===== config.mk =====
export PLATFORM = sky130hd
export DESIGN_NAME = lsu_bus_ctrl
export DESIGN_NICKNAME = d
export VERILOG_FILES = /design/src/rtl/lsu_bus_ctrl.sv
export SDC_FILE = /design/constraint.sdc
export NUM_CORES = 1
export LEC_CHECK = 0
export ABC_CLOCK_PERIOD_IN_PS = 2200
export CAP_MARGIN = 20
export CORE_ASPECT_RATIO = 0.6
export CORE_MARGIN = 4
export CORE_UTILIZATION = 27
export CTS_CLUSTER_SIZE = 20
export DETAILED_ROUTE_END_ITERATION = 10
export GPL_ROUTABILITY_DRIVEN = 0
export PLACE_DENSITY = 0.8
export SYNTH_ARGS = -nofsm -noshare
export SYNTH_HDL_FRONTEND = slang
export SYNTH_SLANG_ARGS = --single-unit

===== constraint.sdc =====
create_clock -name clk -period 2.2 [get_ports clk]
set_input_delay 0.33 -clock clk [delete_from_list [all_inputs] [get_ports clk]]
set_output_delay 0.33 -clock clk [all_outputs]
set_load 0.005 [all_outputs]

===== src/rtl/lsu_bus_ctrl.sv =====
// Load/store bus controller: decodes each memory-stage access to the DM or UART window,
// stalls for multi-cycle accesses, formats load data / store strobes and flags faults.
module lsu_bus_ctrl #(
  parameter logic [31:0] DM_BASE      = 32'h0000_0000,
  parameter logic [31:0] DM_SIZE      = 32'h0000_1000,
  parameter logic [31:0] UART_BASE    = 32'h8000_0000,
  parameter int          UART_TIMEOUT = 255
) (
  input  logic        clk,
  input  logic        rst_n,
  input  logic        i_req_valid,
  input  logic        i_req_we,
  input  logic [31:0] i_req_addr,
  input  logic [31:0] i_req_wdata,
  input  logic [2:0]  i_req_funct3,
  output logic        o_stall,
  output logic        o_resp_valid,
  output logic [31:0] o_resp_rdata,
  output logic        o_fault,
  output logic        o_cs_dm,
  output logic        o_dm_we,
  output logic [31:0] o_dm_addr,
  output logic [31:0] o_dm_wdata,
  output logic [3:0]  o_dm_mask,
  input  logic [31:0] i_dm_rdata,
  output logic        o_cs_uart,
  output logic        o_uart_we,
  output logic [3:0]  o_uart_addr,
  output logic [31:0] o_uart_wdata,
  input  logic        i_uart_ready,
  input  logic [31:0] i_uart_rdata,
  output logic [1:0]  o_dbg_state
);

  localparam int CW = $clog2(UART_TIMEOUT + 1);

  typedef enum logic [1:0] {
    S_IDLE      = 2'd0,
    S_DM_RD     = 2'd1,
    S_UART_WAIT = 2'd2
  } state_t;

  state_t         r_state;
  logic [CW-1:0]  r_cnt;

  logic        w_active;
  logic [31:0] w_off;
  logic        w_in_dm;
  logic        w_in_uart;
  logic        w_misal;
  logic        w_bad_f3;
  logic        w_fault_req;
  logic        w_cnt_done;
  logic [7:0]  w_byte;
  logic [15:0] w_half;
  logic [31:0] w_dm_load;
  logic [31:0] w_dm_wdata;
  logic [3:0]  w_dm_mask;

  // Reset gates the combinational outputs too, so an aborted access vanishes at once.
  assign w_active    = rst_n & i_req_valid;
  assign w_off       = i_req_addr - DM_BASE;
  assign w_in_dm     = (w_off < DM_SIZE);
  assign w_in_uart   = (i_req_addr[31:4] == UART_BASE[31:4]);
  assign w_bad_f3    = (i_req_funct3 == 3'b011) || (i_req_funct3 == 3'b110) ||
                       (i_req_funct3 == 3'b111);
  assign w_misal     = ((i_req_funct3[1:0] == 2'b01) && i_req_addr[0]) ||
                       ((i_req_funct3[1:0] == 2'b10) && (i_req_addr[1:0] != 2'b00));
  assign w_fault_req = w_bad_f3 || w_misal || !(w_in_dm || w_in_uart);
  assign w_cnt_done  = (r_cnt == CW'(UART_TIMEOUT));
  assign o_dbg_state = r_state;

  always_comb begin
    w_byte = i_dm_rdata[7:0];
    case (i_req_addr[1:0])
      2'd1:    w_byte = i_dm_rdata[15:8];
      2'd2:    w_byte = i_dm_rdata[23:16];
      2'd3:    w_byte = i_dm_rdata[31:24];
      default: w_byte = i_dm_rdata[7:0];
    endcase
    w_half = i_req_addr[1] ? i_dm_rdata[31:16] : i_dm_rdata[15:0];
    case (i_req_funct3)
      3'b000:  w_dm_load = {{24{w_byte[7]}}, w_byte};
      3'b001:  w_dm_load = {{16{w_half[15]}}, w_half};
      3'b100:  w_dm_load = {24'd0, w_byte};
      3'b101:  w_dm_load = {16'd0, w_half};
      default: w_dm_load = i_dm_rdata;
    endcase
    case (i_req_funct3[1:0])
      2'b00: begin
        w_dm_mask  = 4'b0001 << i_req_addr[1:0];
        w_dm_wdata = {4{i_req_wdata[7:0]}};
      end
      2'b01: begin
        w_dm_mask  = 4'b0011 << {i_req_addr[1], 1'b0};
        w_dm_wdata = {2{i_req_wdata[15:0]}};
      end
      default: begin
        w_dm_mask  = 4'b1111;
        w_dm_wdata = i_req_wdata;
      end
    endcase
  end

  always_comb begin
    o_stall      = 1'b0;
    o_resp_valid = 1'b0;
    o_resp_rdata = 32'd0;
    o_fault      = 1'b0;
    o_cs_dm      = 1'b0;
    o_dm_we      = 1'b0;
    o_dm_addr    = 32'd0;
    o_dm_wdata   = 32'd0;
    o_dm_mask    = 4'd0;
    o_cs_uart    = 1'b0;
    o_uart_we    = 1'b0;
    o_uart_addr  = 4'd0;
    o_uart_wdata = 32'd0;
    if (w_active) begin
      case (r_state)
        S_IDLE: begin
          if (w_fault_req) begin
            o_resp_valid = 1'b1;
            o_fault      = 1'b1;
          end else if (w_in_dm) begin
            o_cs_dm   = 1'b1;
            o_dm_we   = i_req_we;
            o_dm_addr = {w_off[31:2], 2'b00};
            if (i_req_we) begin
              o_dm_wdata   = w_dm_wdata;
              o_dm_mask    = w_dm_mask;
              o_resp_valid = 1'b1;
            end else begin
              o_stall = 1'b1;
            end
          end else begin
            o_cs_uart    = 1'b1;
            o_uart_we    = i_req_we;
            o_uart_addr  = i_req_addr[3:0];
            o_uart_wdata = i_req_wdata;
            if (i_uart_ready) begin
              o_resp_valid = 1'b1;
              o_resp_rdata = i_req_we ? 32'd0 : i_uart_rdata;
            end else begin
              o_stall = 1'b1;
            end
          end
        end
        S_DM_RD: begin
          o_resp_valid = 1'b1;
          o_resp_rdata = w_dm_load;
        end
        S_UART_WAIT: begin
          // Ready outranks the timeout; on timeout the select is withdrawn.
          if (i_uart_ready || !w_cnt_done) begin
            o_cs_uart    = 1'b1;
            o_uart_we    = i_req_we;
            o_uart_addr  = i_req_addr[3:0];
            o_uart_wdata = i_req_wdata;
          end
          if (i_uart_ready) begin
            o_resp_valid = 1'b1;
            o_resp_rdata = i_req_we ? 32'd0 : i_uart_rdata;
          end else if (w_cnt_done) begin
            o_resp_valid = 1'b1;
            o_fault      = 1'b1;
          end else begin
            o_stall = 1'b1;
          end
        end
        default: ;
      endcase
    end
  end

  always_ff @(posedge clk or negedge rst_n) begin
    if (!rst_n) begin
      r_state <= S_IDLE;
      r_cnt   <= '0;
    end else begin
      case (r_state)
        S_IDLE: begin
          r_cnt <= '0;
          if (i_req_valid && !w_fault_req) begin
            if (w_in_dm) begin
              if (!i_req_we) r_state <= S_DM_RD;
            end else if (!i_uart_ready) begin
              r_state <= S_UART_WAIT;
              r_cnt   <= CW'(1);
            end
          end
        end
        S_DM_RD: r_state <= S_IDLE;
        S_UART_WAIT: begin
          if (i_uart_ready || w_cnt_done) begin
            r_state <= S_IDLE;
            r_cnt   <= '0;
          end else begin
            r_cnt <= r_cnt + CW'(1);
          end
        end
        default: begin
          r_state <= S_IDLE;
          r_cnt   <= '0;
        end
      endcase
    end
  end

endmodule


==> results.md <==
* Tcrit/Tclk final at 136%
* Root buffer cell: clkbuf_16
* Setup crit end kind: output port
* GR Overflow Total at 0
* Synth top area cells: and2_1, dfrtp_1, mux2i_1
* Register bit total from synthesis at 10
* Tmin final at 2990 ps
* Final hold viol count at 0
* Row Count at 27
* Pwr Density at 173 nW/um^2
* Setup TNS at -77790 ps
* Setup Viol. Count Final at 121
* Slew Limit Fails at 0
* Post-synth top cells: and2_1, nor2_1, nand2_1
* CTS tree: built
* P&R area growth vs syn at 151%
* Cell variety after synth at 46
* Vias in the first global route at between 4000 and 5000
* Design Power at 0.00117 W
* Leakage Power at ~3.3 nW
* Clock slew at reported path FFs at roughly 40 ps
* EDFF count, synth at 0
* Outcome: finished with violations
* Relative slew slack at 58.3%
* Clock Skew at 1.24 ps
* H-tree Lvls at 1
* Drc violations at 0
* DRT Pass-1 Iters at 5
* Worst-Margin Slew at ~600 ps
* Overall die width at 137 um
* Synth Flop Type: dfrtp_1
* Clock Path Buffers at 2
* Critical Path Fanout Max at 4
* Netlist Area Pre-Place at 2690 um^2
* Initial Utilization at 28.5%
* Chip height at 85.3 um
* Fillers at 677
* Crit-path leading delay family: buffers and inverters
* Startpoint Class: register
* All-layer global routing usage at 29.8%
* Via Count at 4897
* Register area share after synthesis at 9.31%
* Clk Latency, worst-skew pair at between 200 and 300 ps
* Top cell type's share of synthesized area at 11.2%
* Ports at 281
* Total die area at around 12000 um^2
* DRT iter0 DRCs at 491
* CP bufs+invs at 6
* WP data required at 1870 ps
* Core region area at 9430 um^2
* WS Path Type: register to output port
* Failing checks: negative setup slack
* Max Freq at ~330 MHz
* Top-count cell post-synth: and2_1
* RSZ-0062 raised after global routing: yes
* VDD IR max at 0.237 mV
* Post-DP HPWL at 13000 um
* Crit-path max cell delay at 410 ps
* Routed Antenna Nets at 0
* Post-Synthesis Cells at 408
* Mean Syn Cell Area at 6.59 um^2
* # diodes at 0
* Initial antenna violation count at 0
* Worst endpoint data arrival time at 2660 ps
* WL/cell at 22.4 um
* Synth Warn # at 0
* Number of port buffers at about 260
* Layout Nets at 902
* Share of cells above drive strength 1 at 46.3%
* First-pass GRT wire length at 27300 um
* CTS hold repair buffers at 0
* CP max stage cell: dfrtp_2
* Min-delay worst type: primary input to async pin
* Largest area contributor in the netlist: and2_1
* Largest net degree at the start of global routing at 32
* Async S/R FF share, synth at 100%
* Vias/cell at 5.48
* TritonCTS sink count at 10
* Max_cap viols at 0
* PnR worst setup slack at -788 ps
* Pre-CTS setup slack at -1420 ps
* CTS Buf Count at 3
* Post-Route WL at 20000 um
* CP Cell Sequence: nor4_4, buf_4, o21ai_4, or3_4, a2111oi_4, buf_4, buf_6, buf_8, buf_6, a21o_1, buf_2
## stage by stage
stage          std cells  hold WS (ps)  utilization [%]  area [um^2]
6_report             894           528             71.5         6740
5_1_grt              894           544             71.5         6740
4_1_cts              885           528             68.2         6420
3_5_place_dp         839           518             62.6         5900
3_3_place_gp         839           496             62.6         5900
2_1_floorplan        429          34.4                -         2840
## where the power goes
group | leakage (nW) | internal (W) | switching [W]
Sequential | 0.138 | 0.000185 | 0.00000000000601
Combinational | 3.12 | 0.000329 | 0.000277
Clock | 0.0442 | 0.000275 | 0.000102
## what timing repair did
item	4_1_cts	5_1_grt
cloned	13	3
pin swaps	35	23
buffers inserted	31	16
resized for setup	535	165
endpoints found under the setup margin	124	122
## worst min-delay path, stage by stage
cell and delay [ps]:
clkdlybuf4s50_1 480, buf_4 140, buf_4 150
## cell families after synthesis
logic type	Yosys count	synth area share, %
muxes	24	9.45
AOI/OAI and AO/OA	122	31.0
buffers and inverters	62	13.0
DFF	10	9.31
and+or+nand+nor	188	36.7
adders and majority gates	1	0.465
other	1	0.140
## area by class of cell
class | count | area, um^2 | share of cell area [%]
well taps | 130 | 163 | 2.41
clock buffers | 4 | 88.8 | 1.32
flip-flops and latches | 10 | 251 | 3.73
repair buffers | 384 | 3590 | 53.2
multi-input cells | 357 | 2620 | 38.9
inverters | 9 | 33.8 | 0.501
## final timing paths
| check | from | depth (start not counted) | slack [ps] | endpoint |
|---|---|---|---|---|
| min in group clk | r_cnt[7] | 1 | 530 | r_cnt[7] |
| hold reg to reg | r_cnt[7] | 1 | 530 | r_cnt[7] |
| setup / recovery | o_dbg_state[1] | 11 | -790 | o_resp_rdata[4] |
| setup reg to reg | r_cnt[0] | 7 | 70 | r_cnt[5] |
| hold / removal | rst_n | 3 | 530 | o_dbg_state[0] |
| max in group asynchronous | rst_n | 3 | 1550 | o_dbg_state[1] |
## registers in the layout, summed over array words and instances (netlist names)
name,count
o_dbg_state,2
r_cnt,8
## placed cells by master (no fill, tap or decap), types with 8 or more instances in the layout
cell,instances
dfrtp_1,9
inv_1,8
and2_4,37
nor4_4,8
buf_12,9
a21oi_2,11
buf_4,82
nand2b_1,20
a21o_1,12
nor2_4,8
dlygate4sd2_1,12
nor2_1,24
a22o_1,25
buf_2,70
dlymetal6s2s_1,9
nand2_1,37
conb_1,22
buf_6,67
o21ai_0,14
and2_1,11
a21oi_1,24
mux2i_1,22
nor2_2,10
clkdlybuf4s50_1,108
## per-layer routing
| layer | global-route usage (%) | vias to the layer above | routed length (um) |
|---|---|---|---|
| met3 | 7.23 | 87 | 1860 |
| met2 | 49.6 | 338 | 9650 |
| met4 | 11.5 | 0 | 994 |
| met1 | 37.2 | 2344 | 7490 |
| li1 | - | 2128 | - |
| met5 | 0 | - | 0 |
No activity file was read; power rests on OpenSTA's default activity.
